File: src/rtl/spi_register_port.sv
// SPI slave register port (mode 0, MSB first, no chip select).
// Turns 32-bit host frames {W, number[14:0], value[15:0]} into single-cycle
// register-write strobes, and streams the newest audio sample back on MISO.
module spi_register_port #(
  parameter int FRAME_BITS  = 32,
  parameter int SYNC_STAGES = 2
) (
  input  logic        i_Clock,
  input  logic        i_Reset_n,
  input  logic        i_SampleReady,
  input  logic [15:0] i_SampleToOutput,
  input  logic        i_SPI_SCK,
  input  logic        i_SPI_MOSI,
  output logic        o_SPI_MISO,
  output logic        o_RegisterWriteEnable,
  output logic [14:0] o_RegisterWriteNumber,
  output logic [15:0] o_RegisterWriteValue
);

  localparam int             CW       = $clog2(FRAME_BITS);
  localparam logic [CW-1:0]  LAST_BIT = CW'(FRAME_BITS - 1);

  logic [SYNC_STAGES-1:0] r_SckSync;
  logic [SYNC_STAGES-1:0] r_MosiSync;
  logic                   r_SckPrev;
  logic [CW-1:0]          r_BitCnt;
  logic [FRAME_BITS-1:0]  r_Rx;
  logic [FRAME_BITS-1:0]  r_Tx;
  logic                   r_FrameDone;
  logic                   r_InitLoad;
  logic [15:0]            r_Sample;
  logic                   r_NewFlag;

  logic w_Sck, w_Mosi, w_SckRise, w_SckFall, w_Load, w_Shift;

  assign w_Sck     = r_SckSync[SYNC_STAGES-1];
  assign w_Mosi    = r_MosiSync[SYNC_STAGES-1];
  assign w_SckRise = w_Sck & ~r_SckPrev;
  assign w_SckFall = ~w_Sck & r_SckPrev;
  assign w_Load    = r_FrameDone | r_InitLoad;
  // The fall that follows the frame-completing rise (counter already wrapped
  // to 0) must not shift, otherwise the freshly loaded MSB would be lost
  // before the host samples it on the next frame's first rise.
  assign w_Shift   = w_SckFall && (r_BitCnt != '0);

  // Synchronise SCK/MOSI and keep the previous SCK level for edge detect
  always_ff @(posedge i_Clock) begin
    if (!i_Reset_n) begin
      r_SckSync  <= '0;
      r_MosiSync <= '0;
      r_SckPrev  <= 1'b0;
    end else begin
      r_SckSync  <= {r_SckSync[SYNC_STAGES-2:0], i_SPI_SCK};
      r_MosiSync <= {r_MosiSync[SYNC_STAGES-2:0], i_SPI_MOSI};
      r_SckPrev  <= w_Sck;
    end
  end

  // Receive shift register, bit counter and frame-complete pulse
  always_ff @(posedge i_Clock) begin
    if (!i_Reset_n) begin
      r_Rx        <= '0;
      r_BitCnt    <= '0;
      r_FrameDone <= 1'b0;
    end else begin
      if (w_SckRise) begin
        r_Rx     <= {r_Rx[FRAME_BITS-2:0], w_Mosi};
        r_BitCnt <= r_BitCnt + 1'b1;
      end
      r_FrameDone <= w_SckRise && (r_BitCnt == LAST_BIT);
    end
  end

  // Register-write strobe one clock after a completed write frame
  always_ff @(posedge i_Clock) begin
    if (!i_Reset_n) begin
      o_RegisterWriteEnable <= 1'b0;
      o_RegisterWriteNumber <= '0;
      o_RegisterWriteValue  <= '0;
    end else begin
      o_RegisterWriteEnable <= r_FrameDone & r_Rx[31];
      if (r_FrameDone && r_Rx[31]) begin
        o_RegisterWriteNumber <= r_Rx[30:16];
        o_RegisterWriteValue  <= r_Rx[15:0];
      end
    end
  end

  // Latch the newest sample; the new flag clears on tx load unless a sample
  // arrives in that same cycle
  always_ff @(posedge i_Clock) begin
    if (!i_Reset_n) begin
      r_Sample  <= '0;
      r_NewFlag <= 1'b0;
    end else begin
      if (i_SampleReady) begin
        r_Sample  <= i_SampleToOutput;
        r_NewFlag <= 1'b1;
      end else if (w_Load) begin
        r_NewFlag <= 1'b0;
      end
    end
  end

  // Transmit register: load at frame boundary (and once after reset), shift on SCK fall
  always_ff @(posedge i_Clock) begin
    if (!i_Reset_n) begin
      r_Tx       <= '0;
      r_InitLoad <= 1'b1;
      o_SPI_MISO <= 1'b0;
    end else begin
      r_InitLoad <= 1'b0;
      if (w_Load)
        r_Tx <= {r_Sample, 15'b0, r_NewFlag};
      else if (w_Shift)
        r_Tx <= {r_Tx[FRAME_BITS-2:0], 1'b0};
      o_SPI_MISO <= r_Tx[FRAME_BITS-1];
    end
  end

endmodule

File: config.mk
export PLATFORM = sky130hd
export DESIGN_NAME = spi_register_port
export DESIGN_NICKNAME = d
export VERILOG_FILES = /design/src/rtl/spi_register_port.sv
export SDC_FILE = /design/constraint.sdc
export NUM_CORES = 1
export LEC_CHECK = 0
export CAP_MARGIN = 20
export CORE_MARGIN = 10
export CORE_UTILIZATION = 55
export DETAILED_ROUTE_END_ITERATION = 16
export PLACE_DENSITY_LB_ADDON = 0.25
export SYNTH_ARGS = -nofsm -noshare
export SYNTH_HDL_FRONTEND = slang
export SYNTH_SLANG_ARGS = --single-unit
export TNS_END_PERCENT = 20
File: constraint.sdc
create_clock -name i_Clock -period 2 [get_ports i_Clock]
set_clock_uncertainty 0.05 [all_clocks]
set_input_delay 0.6 -clock i_Clock [delete_from_list [all_inputs] [get_ports i_Clock]]
set_output_delay 0.6 -clock i_Clock [all_outputs]
set_load 0.02 [all_outputs]
==> flow_summary_export.csv <==
group,metric,value,unit
outcome,status,"completed",
global_route,grt_pass1_wl,17.1,mm
setup_path,worstPathCellList,"dlygate4sd2_1",
global_route,antenna_found_initial,0,
layout,fin_util,0.702,
sta,setup_tns,0,ns
layout,drive_above_1_share,0.0891,
cts,cts_tree,"built",
worst_hold_path,hold_start,"r_MosiSync[0]",
setup_path,critPathLaunchType,"register",
synth,synth_common_cells,"nand2_1, dfxtp_1, a21oi_1, o21ai_0, nand3_1",
die,chipHeight,111,um
synth,synthTopCellsByArea,"dfxtp_1, nand2_1, a21oi_1, o21ai_0, mux2i_1",
synth,yosysMostFrequentCell,"nand2_1",
sta,setup_ws,0.124,ns
pwr,p_leak,2.18,nW
worst_hold_path,holdPathEnd,"r_MosiSync[1]",
route,drt-initial-drc-count,288,
cts,cts-root-buf,"clkbuf_8",
die,core_area,8180,um^2
cts,ctsHoldBuffers,0,
synth,syn_area,4580,um^2
cts,clock-sinks,126,
synth,syn_avg_cell_area,8.37,um^2
setup_path,required,1.35,ns
setup_path,end_kind,"output port",
synth,syn_nets,571,
worst_hold_path,hp-class,"reg -> reg",
global_route,grt_usage,0.162,
route,vias,3864,
setup_path,reg2reg_slack,0.30,ns
cts,numCtsBuffers,17,
setup_path,cp.arrival,1.23,ns
setup_path,slowest_delay,0.35,ns
setup_path,r2r-end,"r_Tx[31]",
cts,h-tree-depth,4,
setup_path,reg2reg_from,"r_BitCnt[0]",
die,initial_core_util,0.560,
layout,area_delta_synth_final,25.5,%
run,cap_violations,0,
setup_path,crit_slowest_cell,"dfxtp_1",
die,dieWidth,111,um
route,ant_nets,0,
cts,clk_path_buf_depth,2,
setup_path,reg2reg_depth,6,
layout,layout.nets,617,
route,vias_per_cell,5.43,
place,post_dp_cell_area,5200,um^2
setup_path,critPathMaxFanout,2,
sta,post-route-period-util,0.938,
global_route,gr-total-overflow,0,
sta,rsz0062_at_grt,"no",
sta,relSlewSlack,0.759,
synth,synth.distinct_cells,26,
synth,ys_seq_area_frac,0.551,
synth,yosys.area.top_type_share,0.551,
synth,synth_edf_count,0,
place,io_buffers,53,
global_route,grt_pass1_vias,3722,
die,rows,33,
pwr,power_density,1010,nW/um^2
synth,synth_seq_cells,126,
route,wl_per_cell,14.0,um
global_route,grt_max_degree,73,
sta,worst_pin_slew,0.361,ns
setup_path,critPathKind,"reg -> out",
cts,clk_latency,0.52,ns
sta,slew_viol_final,0,
route,dr.pass1.iters,5,
synth,ys.flop_type,"dfxtp_1",
synth,syn_inst,547,
synth,postSynth.asyncResetShare,0,
place,hpwl,6.06,mm
sta,finalCriticalPeriod,1.88,ns
layout,final_area,5740,um^2
setup_path,crit_buf_inv,1,
die,ios,54,
die,die_area,12400,um^2
cts,cts.clk_slew.worst_paths,0.06,ns
sta,final_hold_viol_count,0,
layout,n_antenna_cell,0,
place,place_ws,0.126,ns
place,routabilityCongestion,0.778,
synth,synth_top_area_cell,"dfxtp_1",
sta,max_clock_freq,0.533,GHz
sta,setup_violations,0,
synth,synth_warnings,0,
pwr,p_total,5.79,mW
route,drc_errors,0,
setup_path,critPathTopFamily,"flip-flops",
pwr,ir_drop,0.689,mV
route,routed_wl,9.98,mm
worst_hold_path,whs_path_depth,1,
how the worst max path moves through the flow:
stage                                  start  depth (start not counted)                        to
floorplan                        r_BitCnt[0]                          7                  r_Tx[26]
CTS                 o_RegisterWriteValue[15]                          1  o_RegisterWriteValue[15]
finish              o_RegisterWriteValue[15]                          1  o_RegisterWriteValue[15]
global route        o_RegisterWriteValue[15]                          1  o_RegisterWriteValue[15]
global placement                   i_Reset_n                          4                 r_NewFlag
detailed placement                 i_Reset_n                          4                  r_Rx[22]
cell type report:
class / instances / area [um^2]
Sequential cell: 126 / 2520
Inverter: 3 / 11.3
Fill cell: 649 / 2430
Timing Repair Buffer: 72 / 657
Clock inverter: 13 / 139
Clock buffer: 19 / 442
Tap cell: 105 / 131
Multi-Input combinational cell: 373 / 1840
per-stage QoR:
stage	hold slack, ns	cells
after floorplan	0.362	547
after global placement	0.373	679
after detailed placement	0.373	679
after CTS	0.389	711
after global routing	0.417	711
final	0.385	711
sequential cells by signal, summed over array words and instances (netlist names):
register	count
o_SPI_MISO	1
r_SckPrev	1
r_Rx	32
r_SckSync	2
r_FrameDone	1
o_RegisterWriteNumber	15
r_NewFlag	1
o_RegisterWriteEnable	1
r_InitLoad	1
r_Sample	16
r_MosiSync	2
r_Tx	32
o_RegisterWriteValue	16
r_BitCnt	5
per-layer routing:
metal  global-route usage  vias to the layer above  wire (um)
li1                     -                     1937          -
met1                0.190                     1813       4340
met2                0.260                      100       4880
met3               0.0617                       14        635
met4               0.0651                        0        127
met5                    0                        -          0
cell usage in the layout (no fill, tap or decap):
| cell | netlist | layout |
|---|---|---|
| nand2b_1 | 2 | 2 |
| a21oi_1 | 84 | 84 |
| clkinvlp_4 | 0 | 2 |
| clkinv_4 | 0 | 4 |
| and3_1 | 2 | 2 |
| clkdlybuf4s50_1 | 0 | 20 |
| inv_6 | 0 | 1 |
| nand2_1 | 134 | 134 |
| nor2b_1 | 2 | 1 |
| or3_1 | 1 | 1 |
| clkinv_2 | 0 | 4 |
| and2_1 | 7 | 7 |
| nand3_1 | 32 | 32 |
| nand3b_1 | 1 | 1 |
| inv_2 | 1 | 1 |
| or4b_1 | 1 | 1 |
| clkbuf_8 | 0 | 3 |
| nor4b_2 | 1 | 1 |
| buf_12 | 0 | 2 |
| clkbuf_16 | 0 | 16 |
| nor2_1 | 20 | 20 |
| xor2_1 | 1 | 1 |
| nor2b_2 | 0 | 1 |
| buf_4 | 0 | 17 |
| inv_1 | 2 | 2 |
| bufinv_16 | 0 | 2 |
| o211ai_1 | 1 | 1 |
| o21ai_0 | 49 | 49 |
| a31oi_1 | 16 | 16 |
| ha_1 | 3 | 3 |
| mux2i_1 | 16 | 16 |
| dlygate4sd2_1 | 0 | 33 |
| dfxtp_1 | 126 | 126 |
what timing repair did:
action / 4_1_cts / 5_1_grt
gates resized for setup: 33 / 0
setup endpoints to repair: 33 / 0
buffers inserted: 0 / 0
report_power, final:
part           switching, mW  leakage, nW  total, mW  internal, mW
clock                   1.12        0.284       2.96          1.84
combinational          0.142        0.875      0.244         0.102
sequential            0.0244         1.02       2.58          2.56
kinds of logic after synthesis:
| group | synth area share |
|---|---|
| AO/OA/AOI/OAI | 0.169 |
| XOR/XNOR | 0.00191 |
| adder cells (fa/ha/maj) | 0.00820 |
| buffers and inverters | 0.0473 |
| flip-flops | 0.551 |
| multiplexers | 0.0350 |
| AND/OR/NAND/NOR | 0.188 |
Note: power is estimated with default switching activity, not from simulation.
